==> src/rtl/rob.sv <==
// Reorder buffer: in-order allocate/commit with out-of-order writeback and a one-cycle flush on a mispredicted branch.
// Optional macro ROB_PERF_EN adds the perf_commits/perf_flushes counters.
`ifndef ROB_WIDTH
`define ROB_WIDTH 3
`endif

module rob #(
  parameter int ROB_WIDTH = `ROB_WIDTH
) (
  input  logic                 clk_in,
  input  logic                 rst_in,
  input  logic                 rdy_in,
  input  logic                 dec_ready,
  input  logic [1:0]           dec_kind,
  input  logic [4:0]           dec_rd,
  input  logic [31:0]          dec_pred_pc,
  output logic [ROB_WIDTH-1:0] new_rob_id,
  output logic                 rob_full,
  input  logic                 rf_busy_j,
  input  logic [ROB_WIDTH-1:0] rf_dep_j,
  input  logic [31:0]          rf_val_j,
  input  logic                 rf_busy_k,
  input  logic [ROB_WIDTH-1:0] rf_dep_k,
  input  logic [31:0]          rf_val_k,
  output logic                 has_dep_j,
  output logic [ROB_WIDTH-1:0] dep_j,
  output logic [31:0]          val_j,
  output logic                 has_dep_k,
  output logic [ROB_WIDTH-1:0] dep_k,
  output logic [31:0]          val_k,
  input  logic                 rs_ready,
  input  logic [ROB_WIDTH-1:0] rs_rob_id,
  input  logic [31:0]          rs_value,
  input  logic                 lsb_ready,
  input  logic [ROB_WIDTH-1:0] lsb_rob_id,
  input  logic [31:0]          lsb_value,
  output logic                 commit_valid,
  output logic [ROB_WIDTH-1:0] commit_rob_id,
  output logic [4:0]           commit_rd,
  output logic [31:0]          commit_value,
  output logic                 commit_store,
  output logic                 clear,
  output logic [31:0]          redirect_pc
`ifdef ROB_PERF_EN
  ,
  output logic [31:0]          perf_commits,
  output logic [31:0]          perf_flushes
`endif
);

  localparam int ROB_SIZE = 1 << ROB_WIDTH;
  localparam logic [1:0] KIND_BRANCH = 2'd1;
  localparam logic [1:0] KIND_STORE  = 2'd2;
  localparam logic [ROB_WIDTH-1:0] PTR_ONE = {{(ROB_WIDTH-1){1'b0}}, 1'b1};
  localparam logic [ROB_WIDTH:0]   CNT_ONE = {{ROB_WIDTH{1'b0}}, 1'b1};
  localparam logic [ROB_WIDTH:0]   CNT_FULL = {1'b1, {ROB_WIDTH{1'b0}}};

  logic [ROB_SIZE-1:0]        busy_q, busy_d;
  logic [ROB_SIZE-1:0]        ready_q, ready_d;
  logic [ROB_SIZE-1:0][1:0]   kind_q, kind_d;
  logic [ROB_SIZE-1:0][4:0]   rd_q, rd_d;
  logic [ROB_SIZE-1:0][31:0]  value_q, value_d;
  logic [ROB_SIZE-1:0][31:0]  predPc_q, predPc_d;
  logic [ROB_WIDTH-1:0]       head_q, head_d;
  logic [ROB_WIDTH-1:0]       tail_q, tail_d;
  logic [ROB_WIDTH:0]         count_q, count_d;

  logic                       commitValid_q, commitValid_d;
  logic [ROB_WIDTH-1:0]       commitId_q, commitId_d;
  logic [4:0]                 commitRd_q, commitRd_d;
  logic [31:0]                commitValue_q, commitValue_d;
  logic                       commitStore_q, commitStore_d;
  logic                       clear_q, clear_d;
  logic [31:0]                redirectPc_q, redirectPc_d;

  logic doAlloc, doCommit, mispredict;

  assign rob_full   = (count_q == CNT_FULL);
  assign new_rob_id = clear_q ? '0 : tail_q;
  assign doAlloc    = dec_ready && !rob_full && !clear_q;
  assign doCommit   = busy_q[head_q] && ready_q[head_q] && !clear_q;
  assign mispredict = doCommit && (kind_q[head_q] == KIND_BRANCH) &&
                      (value_q[head_q] != predPc_q[head_q]);

  // The query sees only registered ready bits, so a same-cycle broadcast is not forwarded.
  assign dep_j     = rf_dep_j;
  assign has_dep_j = rf_busy_j && !ready_q[rf_dep_j];
  assign val_j     = rf_busy_j ? value_q[rf_dep_j] : rf_val_j;
  assign dep_k     = rf_dep_k;
  assign has_dep_k = rf_busy_k && !ready_q[rf_dep_k];
  assign val_k     = rf_busy_k ? value_q[rf_dep_k] : rf_val_k;

  assign commit_valid  = commitValid_q;
  assign commit_rob_id = commitId_q;
  assign commit_rd     = commitRd_q;
  assign commit_value  = commitValue_q;
  assign commit_store  = commitStore_q;
  assign clear         = clear_q;
  assign redirect_pc   = redirectPc_q;

  always_comb begin
    busy_d        = busy_q;
    ready_d       = ready_q;
    kind_d        = kind_q;
    rd_d          = rd_q;
    value_d       = value_q;
    predPc_d      = predPc_q;
    head_d        = head_q;
    tail_d        = tail_q;
    count_d       = count_q;
    commitValid_d = 1'b0;
    commitId_d    = commitId_q;
    commitRd_d    = commitRd_q;
    commitValue_d = commitValue_q;
    commitStore_d = commitStore_q;
    clear_d       = 1'b0;
    redirectPc_d  = redirectPc_q;

    if (doAlloc) begin
      busy_d[tail_q]   = 1'b1;
      ready_d[tail_q]  = 1'b0;
      kind_d[tail_q]   = dec_kind;
      rd_d[tail_q]     = dec_rd;
      predPc_d[tail_q] = dec_pred_pc;
      tail_d           = tail_q + PTR_ONE;
    end

    if (rs_ready && busy_q[rs_rob_id] && !clear_q) begin
      ready_d[rs_rob_id] = 1'b1;
      value_d[rs_rob_id] = rs_value;
    end
    if (lsb_ready && busy_q[lsb_rob_id] && !clear_q) begin
      ready_d[lsb_rob_id] = 1'b1;
      value_d[lsb_rob_id] = lsb_value;
    end

    if (doCommit) begin
      commitValid_d   = 1'b1;
      commitId_d      = head_q;
      commitRd_d      = (kind_q[head_q] == KIND_BRANCH) ? 5'd0 : rd_q[head_q];
      commitValue_d   = value_q[head_q];
      commitStore_d   = (kind_q[head_q] == KIND_STORE);
      busy_d[head_q]  = 1'b0;
      ready_d[head_q] = 1'b0;
      head_d          = head_q + PTR_ONE;
    end

    if (doAlloc && !doCommit) begin
      count_d = count_q + CNT_ONE;
    end else if (!doAlloc && doCommit) begin
      count_d = count_q - CNT_ONE;
    end

    // A mispredict discards everything younger, including anything allocated this edge.
    if (mispredict) begin
      busy_d       = '0;
      ready_d      = '0;
      head_d       = '0;
      tail_d       = '0;
      count_d      = '0;
      clear_d      = 1'b1;
      redirectPc_d = value_q[head_q];
    end
  end

  always_ff @(posedge clk_in) begin
    if (rst_in) begin
      busy_q        <= '0;
      ready_q       <= '0;
      kind_q        <= '0;
      rd_q          <= '0;
      value_q       <= '0;
      predPc_q      <= '0;
      head_q        <= '0;
      tail_q        <= '0;
      count_q       <= '0;
      commitValid_q <= 1'b0;
      commitId_q    <= '0;
      commitRd_q    <= '0;
      commitValue_q <= '0;
      commitStore_q <= 1'b0;
      clear_q       <= 1'b0;
      redirectPc_q  <= '0;
    end else if (rdy_in) begin
      busy_q        <= busy_d;
      ready_q       <= ready_d;
      kind_q        <= kind_d;
      rd_q          <= rd_d;
      value_q       <= value_d;
      predPc_q      <= predPc_d;
      head_q        <= head_d;
      tail_q        <= tail_d;
      count_q       <= count_d;
      commitValid_q <= commitValid_d;
      commitId_q    <= commitId_d;
      commitRd_q    <= commitRd_d;
      commitValue_q <= commitValue_d;
      commitStore_q <= commitStore_d;
      clear_q       <= clear_d;
      redirectPc_q  <= redirectPc_d;
    end
  end

`ifdef ROB_PERF_EN
  logic [31:0] perfCommits_q, perfFlushes_q;

  always_ff @(posedge clk_in) begin
    if (rst_in) begin
      perfCommits_q <= '0;
      perfFlushes_q <= '0;
    end else if (rdy_in) begin
      if (doCommit)   perfCommits_q <= perfCommits_q + 32'd1;
      if (mispredict) perfFlushes_q <= perfFlushes_q + 32'd1;
    end
  end

  assign perf_commits = perfCommits_q;
  assign perf_flushes = perfFlushes_q;
`endif

endmodule

==> config.mk <==
export PLATFORM = sky130hd
export DESIGN_NAME = rob
export DESIGN_NICKNAME = d
export VERILOG_FILES = /design/src/rtl/rob.sv
export SDC_FILE = /design/constraint.sdc
export NUM_CORES = 2
export LEC_CHECK = 0
export CORE_UTILIZATION = 39
export DETAILED_ROUTE_END_ITERATION = 7
export PLACE_DENSITY = 0.68
export SYNTH_ARGS = -nofsm -noshare
export SYNTH_HDL_FRONTEND = slang
export SYNTH_SLANG_ARGS = --single-unit
==> constraint.sdc <==
create_clock -name clk_in -period 5.63 [get_ports clk_in]
set_clock_uncertainty 0.2 [all_clocks]
set_input_delay 1.689 -clock clk_in [delete_from_list [all_inputs] [get_ports clk_in]]
set_output_delay 1.689 -clock clk_in [all_outputs]
set_load 0.01 [all_outputs]
==> report_table.html <==
<table>
<tr><th>Metric</th><th>Value</th></tr>
<tr><th colspan="2">Cells and area</th></tr>
<tr><td>Net total in the final layout</td><td>4667</td></tr>
<tr><td>Share of the core filled with cells</td><td>between 40% and 50%</td></tr>
<tr><td>Synthesis-to-finish area growth</td><td>18.8%</td></tr>
<tr><td>Share of cells above drive strength 1</td><td>between 10% and 20%</td></tr>
<tr><td>Filler Cells Inserted</td><td>slightly below 9000</td></tr>
<tr><th colspan="2">STA</th></tr>
<tr><td>Share of the clock period used by the worst path</td><td>a little over nine tenths</td></tr>
<tr><td>Least-Margin Pin Slew</td><td>1.29 ns</td></tr>
<tr><td>Setup ws final</td><td>approximately 0.17 ns</td></tr>
<tr><td>Final Hold Viols</td><td>0</td></tr>
<tr><td>Final setup viols</td><td>0</td></tr>
<tr><td>Max transition margin</td><td>roughly 14%</td></tr>
<tr><td>Summed negative setup slack over all endpoints</td><td>0 ns</td></tr>
<tr><td>Final count of pins violating max slew</td><td>0</td></tr>
<tr><td>Fin crit period</td><td>around 5.5 ns</td></tr>
<tr><td>Highest clock frequency the design can meet</td><td>between 150 and 200 MHz</td></tr>
<tr><td>Setup repair after global routing missed its margin</td><td>no</td></tr>
<tr><th colspan="2">Logic synthesis</th></tr>
<tr><td>Syn avg cell area</td><td>just over 8 µm²</td></tr>
<tr><td>Count of warnings emitted by yosys</td><td>0</td></tr>
<tr><td>Number of distinct library cells after synthesis</td><td>60</td></tr>
<tr><td>Most used flip-flop cell after synthesis</td><td>sky130_fd_sc_hd__dfxtp_1</td></tr>
<tr><td>Cell types with the largest area share after synthesis</td><td>sky130_fd_sc_hd__dfxtp_1, sky130_fd_sc_hd__mux4_2, sky130_fd_sc_hd__nand2_1</td></tr>
<tr><td>Async S/R FF share, synth</td><td>0%</td></tr>
<tr><td>Cell with the most instances after synthesis</td><td>sky130_fd_sc_hd__nand2_1</td></tr>
<tr><td>Share of synthesized area occupied by flip-flops and latches</td><td>about 37%</td></tr>
<tr><td>Commonest cells post-synth</td><td>sky130_fd_sc_hd__nand2_1, sky130_fd_sc_hd__dfxtp_1, sky130_fd_sc_hd__nor2_1, sky130_fd_sc_hd__a21oi_1, sky130_fd_sc_hd__o21ai_0</td></tr>
<tr><td>Cell count after synthesis</td><td>about 4400</td></tr>
<tr><td>Flip-flop and latch count after synthesis</td><td>~670</td></tr>
<tr><td>EDFF count, synth</td><td>0</td></tr>
<tr><td>Net Count, Synth</td><td>roughly 4600</td></tr>
<tr><td>Yosys top cell area share</td><td>36.9%</td></tr>
<tr><td>Post-synth design cell area</td><td>between 30000 and 40000 µm²</td></tr>
<tr><td>Cell type with the largest total area after synthesis</td><td>sky130_fd_sc_hd__dfxtp_1</td></tr>
<tr><th colspan="2">Power</th></tr>
<tr><td>Part of the power in combinational logic</td><td>8.1%</td></tr>
<tr><td>Total design power</td><td>approximately 11 mW</td></tr>
<tr><td>Power Internal</td><td>7.95 mW</td></tr>
<tr><td>Switching fraction of total power</td><td>between 20% and 30%</td></tr>
<tr><td>Worst VDD drop</td><td>around 0.19 mV</td></tr>
<tr><td>Net switching component of the power</td><td>approximately 2.6 mW</td></tr>
<tr><td>Sequential Power Share</td><td>between 40 and 50%</td></tr>
<tr><td>Areal power density over the cells</td><td>about 250 nW/µm²</td></tr>
<tr><td>Total leakage power</td><td>about 14 nW</td></tr>
<tr><td>Clock Power Share</td><td>a little under half</td></tr>
<tr><th colspan="2">Worst setup path</th></tr>
<tr><td>Worst Reg2Reg Path Length in Cells</td><td>10</td></tr>
<tr><td>Max Fanout on Critical Path</td><td>21</td></tr>
<tr><td>Critical R2R Capture</td><td>redirect_pc[12]$_SDFFE_PP0P_</td></tr>
<tr><td>Setup slack, reg-to-reg</td><td>between 0.8 and 0.9 ns</td></tr>
<tr><td>Element type at the critical path start</td><td>input port</td></tr>
<tr><td>Required time reported for the critical path endpoint</td><td>between 3 and 4 ns</td></tr>
<tr><td>Setup crit end</td><td>val_k[21]</td></tr>
<tr><td>Start of the worst register-to-register path</td><td>head_q[0]$_SDFFE_PP0P_</td></tr>
<tr><td>Arrival @ worst endpoint</td><td>approximately 3.6 ns</td></tr>
<tr><td>Type of element capturing the critical path</td><td>primary output</td></tr>
<tr><td>Crit Path Class</td><td>in2out</td></tr>
<tr><td>Worst setup path startpoint</td><td>rf_dep_k[0]</td></tr>
<tr><th colspan="2">Worst hold path</th></tr>
<tr><td>Instance count along the most critical hold path</td><td>2</td></tr>
<tr><td>Kind of path behind the tightest hold check</td><td>reg2reg</td></tr>
<tr><th colspan="2">CTS</th></tr>
<tr><td>Quantity of hold-fixing buffers added after cts</td><td>0</td></tr>
<tr><td># clock sinks</td><td>roughly 670</td></tr>
<tr><td>Quantity of gates resized following cts</td><td>0</td></tr>
<tr><td>H-tree levels</td><td>3</td></tr>
<tr><td>Clock-pin slew of the registers on the worst-case setup and hold paths</td><td>0.06 ns</td></tr>
<tr><td>Number of clock buffers inserted by TritonCTS</td><td>75</td></tr>
<tr><td>Clock insertion delay at the later pin of the skew report</td><td>about 0.64 ns</td></tr>
<tr><td>Deepest clock path buffer count</td><td>3</td></tr>
<tr><td># Post-CTS Setup Buffers</td><td>0</td></tr>
<tr><td>CTS Root Cell</td><td>sky130_fd_sc_hd__clkbuf_16</td></tr>
<tr><td>TritonCTS clock tree</td><td>built</td></tr>
<tr><th colspan="2">Routing</th></tr>
<tr><td>Post-Route WL</td><td>139 mm</td></tr>
<tr><td>DRC errors left</td><td>0</td></tr>
<tr><td>Number of DRC markers in iteration 0</td><td>about 4200</td></tr>
<tr><td>Via count</td><td>about 35000</td></tr>
<tr><td>First-pass detailed-route iteration total</td><td>8</td></tr>
<tr><td>Post-route antenna net violation count</td><td>0</td></tr>
<tr><td>Routed length per instance</td><td>about 24 µm</td></tr>
<tr><td>Post-DR vias/cell</td><td>approximately 6.0</td></tr>
<tr><th colspan="2">Global routing</th></tr>
<tr><td>Overall routing resource usage</td><td>28.7%</td></tr>
<tr><td>First-pass GRT wire length</td><td>207 mm</td></tr>
<tr><td>Vias in the first global route</td><td>between 30000 and 40000</td></tr>
<tr><td>Overflow left after global routing</td><td>0</td></tr>
<tr><td>Maximum number of pins on one net before global-route repair</td><td>140</td></tr>
<tr><td>Number of antenna violations at the first check in global routing</td><td>23</td></tr>
<tr><th colspan="2">Place</th></tr>
<tr><td>Pre-CTS worst setup slack</td><td>approximately 0.16 ns</td></tr>
<tr><td>Port Buffers</td><td>337</td></tr>
<tr><td>HPWL reported at the end of detailed placement</td><td>between 80 and 90 mm</td></tr>
<tr><td>Weighted congestion at the end of routability-driven global placement</td><td>roughly 0.94</td></tr>
<tr><th colspan="2">Floorplanning</th></tr>
<tr><td>Y dimension of the die</td><td>307 µm</td></tr>
<tr><td>Area of the die</td><td>94300 µm²</td></tr>
<tr><td>Floorplan die width</td><td>between 300 and 400 µm</td></tr>
<tr><td>Number of rows created at floorplan</td><td>~110</td></tr>
<tr><td>Top-level port count</td><td>approximately 340</td></tr>
<tr><td>Core area</td><td>between 90000 and 100000 µm²</td></tr>
<tr><td>Starting utilization of the core area</td><td>between 30% and 40%</td></tr>
<tr><th colspan="2">Job</th></tr>
<tr><td>Max-cap violations</td><td>0</td></tr>
<tr><th colspan="2">Status</th></tr>
<tr><td>Outcome</td><td>completed</td></tr>
</table>
-- layer usage --
metal | GRT usage, % | share of wire (%) | vias to the layer above
li1 | - | - | 15500
met1 | 36.4 | 37 | 16600
met2 | 45.6 | 45 | 2257
met3 | 8.22 | 13 | 458
met4 | 11.9 | 4.1 | 32
met5 | 0 | 0.14 | -
-- worst min path at each step --
stage / endpoint / slack [ns] / from
6_report: commit_rd[1]$_SDFFE_PP0P_ / 0.25 / commit_rd[1]$_SDFFE_PP0P_
5_1_grt: predPc_q[72]$_SDFFE_PP0P_ / 0.27 / predPc_q[72]$_SDFFE_PP0P_
4_1_cts: rd_q[2]$_SDFFE_PP0P_ / 0.25 / rd_q[2]$_SDFFE_PP0P_
3_5_place_dp: rd_q[2]$_SDFFE_PP0P_ / 0.24 / rd_q[2]$_SDFFE_PP0P_
3_3_place_gp: rd_q[2]$_SDFFE_PP0P_ / 0.24 / rd_q[2]$_SDFFE_PP0P_
2_1_floorplan: rd_q[2]$_SDFFE_PP0P_ / 0.23 / rd_q[2]$_SDFFE_PP0P_
-- layout make-up --
type	count	area [µm²]	share of cell area (%)
multi-input cells	3240	20800	48.1
flip-flops and latches	669	13400	31.1
repair buffers	481	4940	11.5
clock buffers	114	2210	5.13
well taps	1243	1560	3.60
clock inverters	19	226	0.525
inverters	8	30.0	0.0696
diodes	7	17.5	0.0406
-- stage by stage --
step | std cells | hold slack (ns) | cell area (µm²)
finish | 5781 | 0.250 | 43100
global route | 5777 | 0.266 | 43100
CTS | 5774 | 0.251 | 43100
detailed placement | 5641 | 0.243 | 40700
global placement | 5641 | 0.238 | 40700
floorplan | 4426 | 0.232 | 36300
-- flip-flops by register name, summed over array words and instances (netlist names), 8 cells and up --
register	cells
value_q	256
ready_q	8
kind_q	16
redirect_pc	32
commit_value	32
predPc_q	256
busy_q	8
rd_q	40
-- kinds of logic (layout without fill, tap and decap cells) --
| family | Yosys count | count (layout) | share of synthesized area (%) |
|---|---|---|---|
| XOR/XNOR | 37 | 37 | 0.892 |
| other | 0 | 7 | 0 |
| buffers and inverters | 517 | 622 | 6.42 |
| adder cells (fa/ha/maj) | 5 | 5 | 0.193 |
| flip-flops | 669 | 669 | 36.9 |
| AND/OR/NAND/NOR | 1744 | 1744 | 19.8 |
| multiplexers | 422 | 422 | 21.1 |
| AO/OA/AOI/OAI | 1032 | 1032 | 14.8 |
-- worst max-delay path, cell delays in order --
cell	delay, ns
sky130_fd_sc_hd__buf_4	0.12
sky130_fd_sc_hd__buf_12	0.19
sky130_fd_sc_hd__mux4_2	0.51
sky130_fd_sc_hd__mux2i_1	0.41
sky130_fd_sc_hd__a21oi_1	0.14
sky130_fd_sc_hd__clkdlybuf4s50_1	0.50
-- power by group through the flow --
stage / sequential, mW / clock, mW / combinational (mW)
3_3_place_gp: 4.90 / 0 / 0.838
4_1_cts: 4.80 / 4.99 / 0.848
2_1_floorplan: 4.89 / 0 / 0.486
6_report: 4.80 / 4.94 / 0.858
5_1_grt: 4.80 / 5.19 / 0.909
3_5_place_dp: 4.90 / 0 / 0.844
-- cell usage in the layout (no fill, tap or decap), drive strengths merged, types with 35 or more instances in the layout --
cell type      netlist  routed
nor3               274     274
clkdlybuf4s50        0     327
buf                118     154
mux4               273     273
dfxtp              669     669
mux2i              143     143
xor2                35      35
nand2              717     717
nor2               637     637
a21oi              450     450
clkbuf             391     114
o21ai              516     516
(Power assumes the default switching activity.)
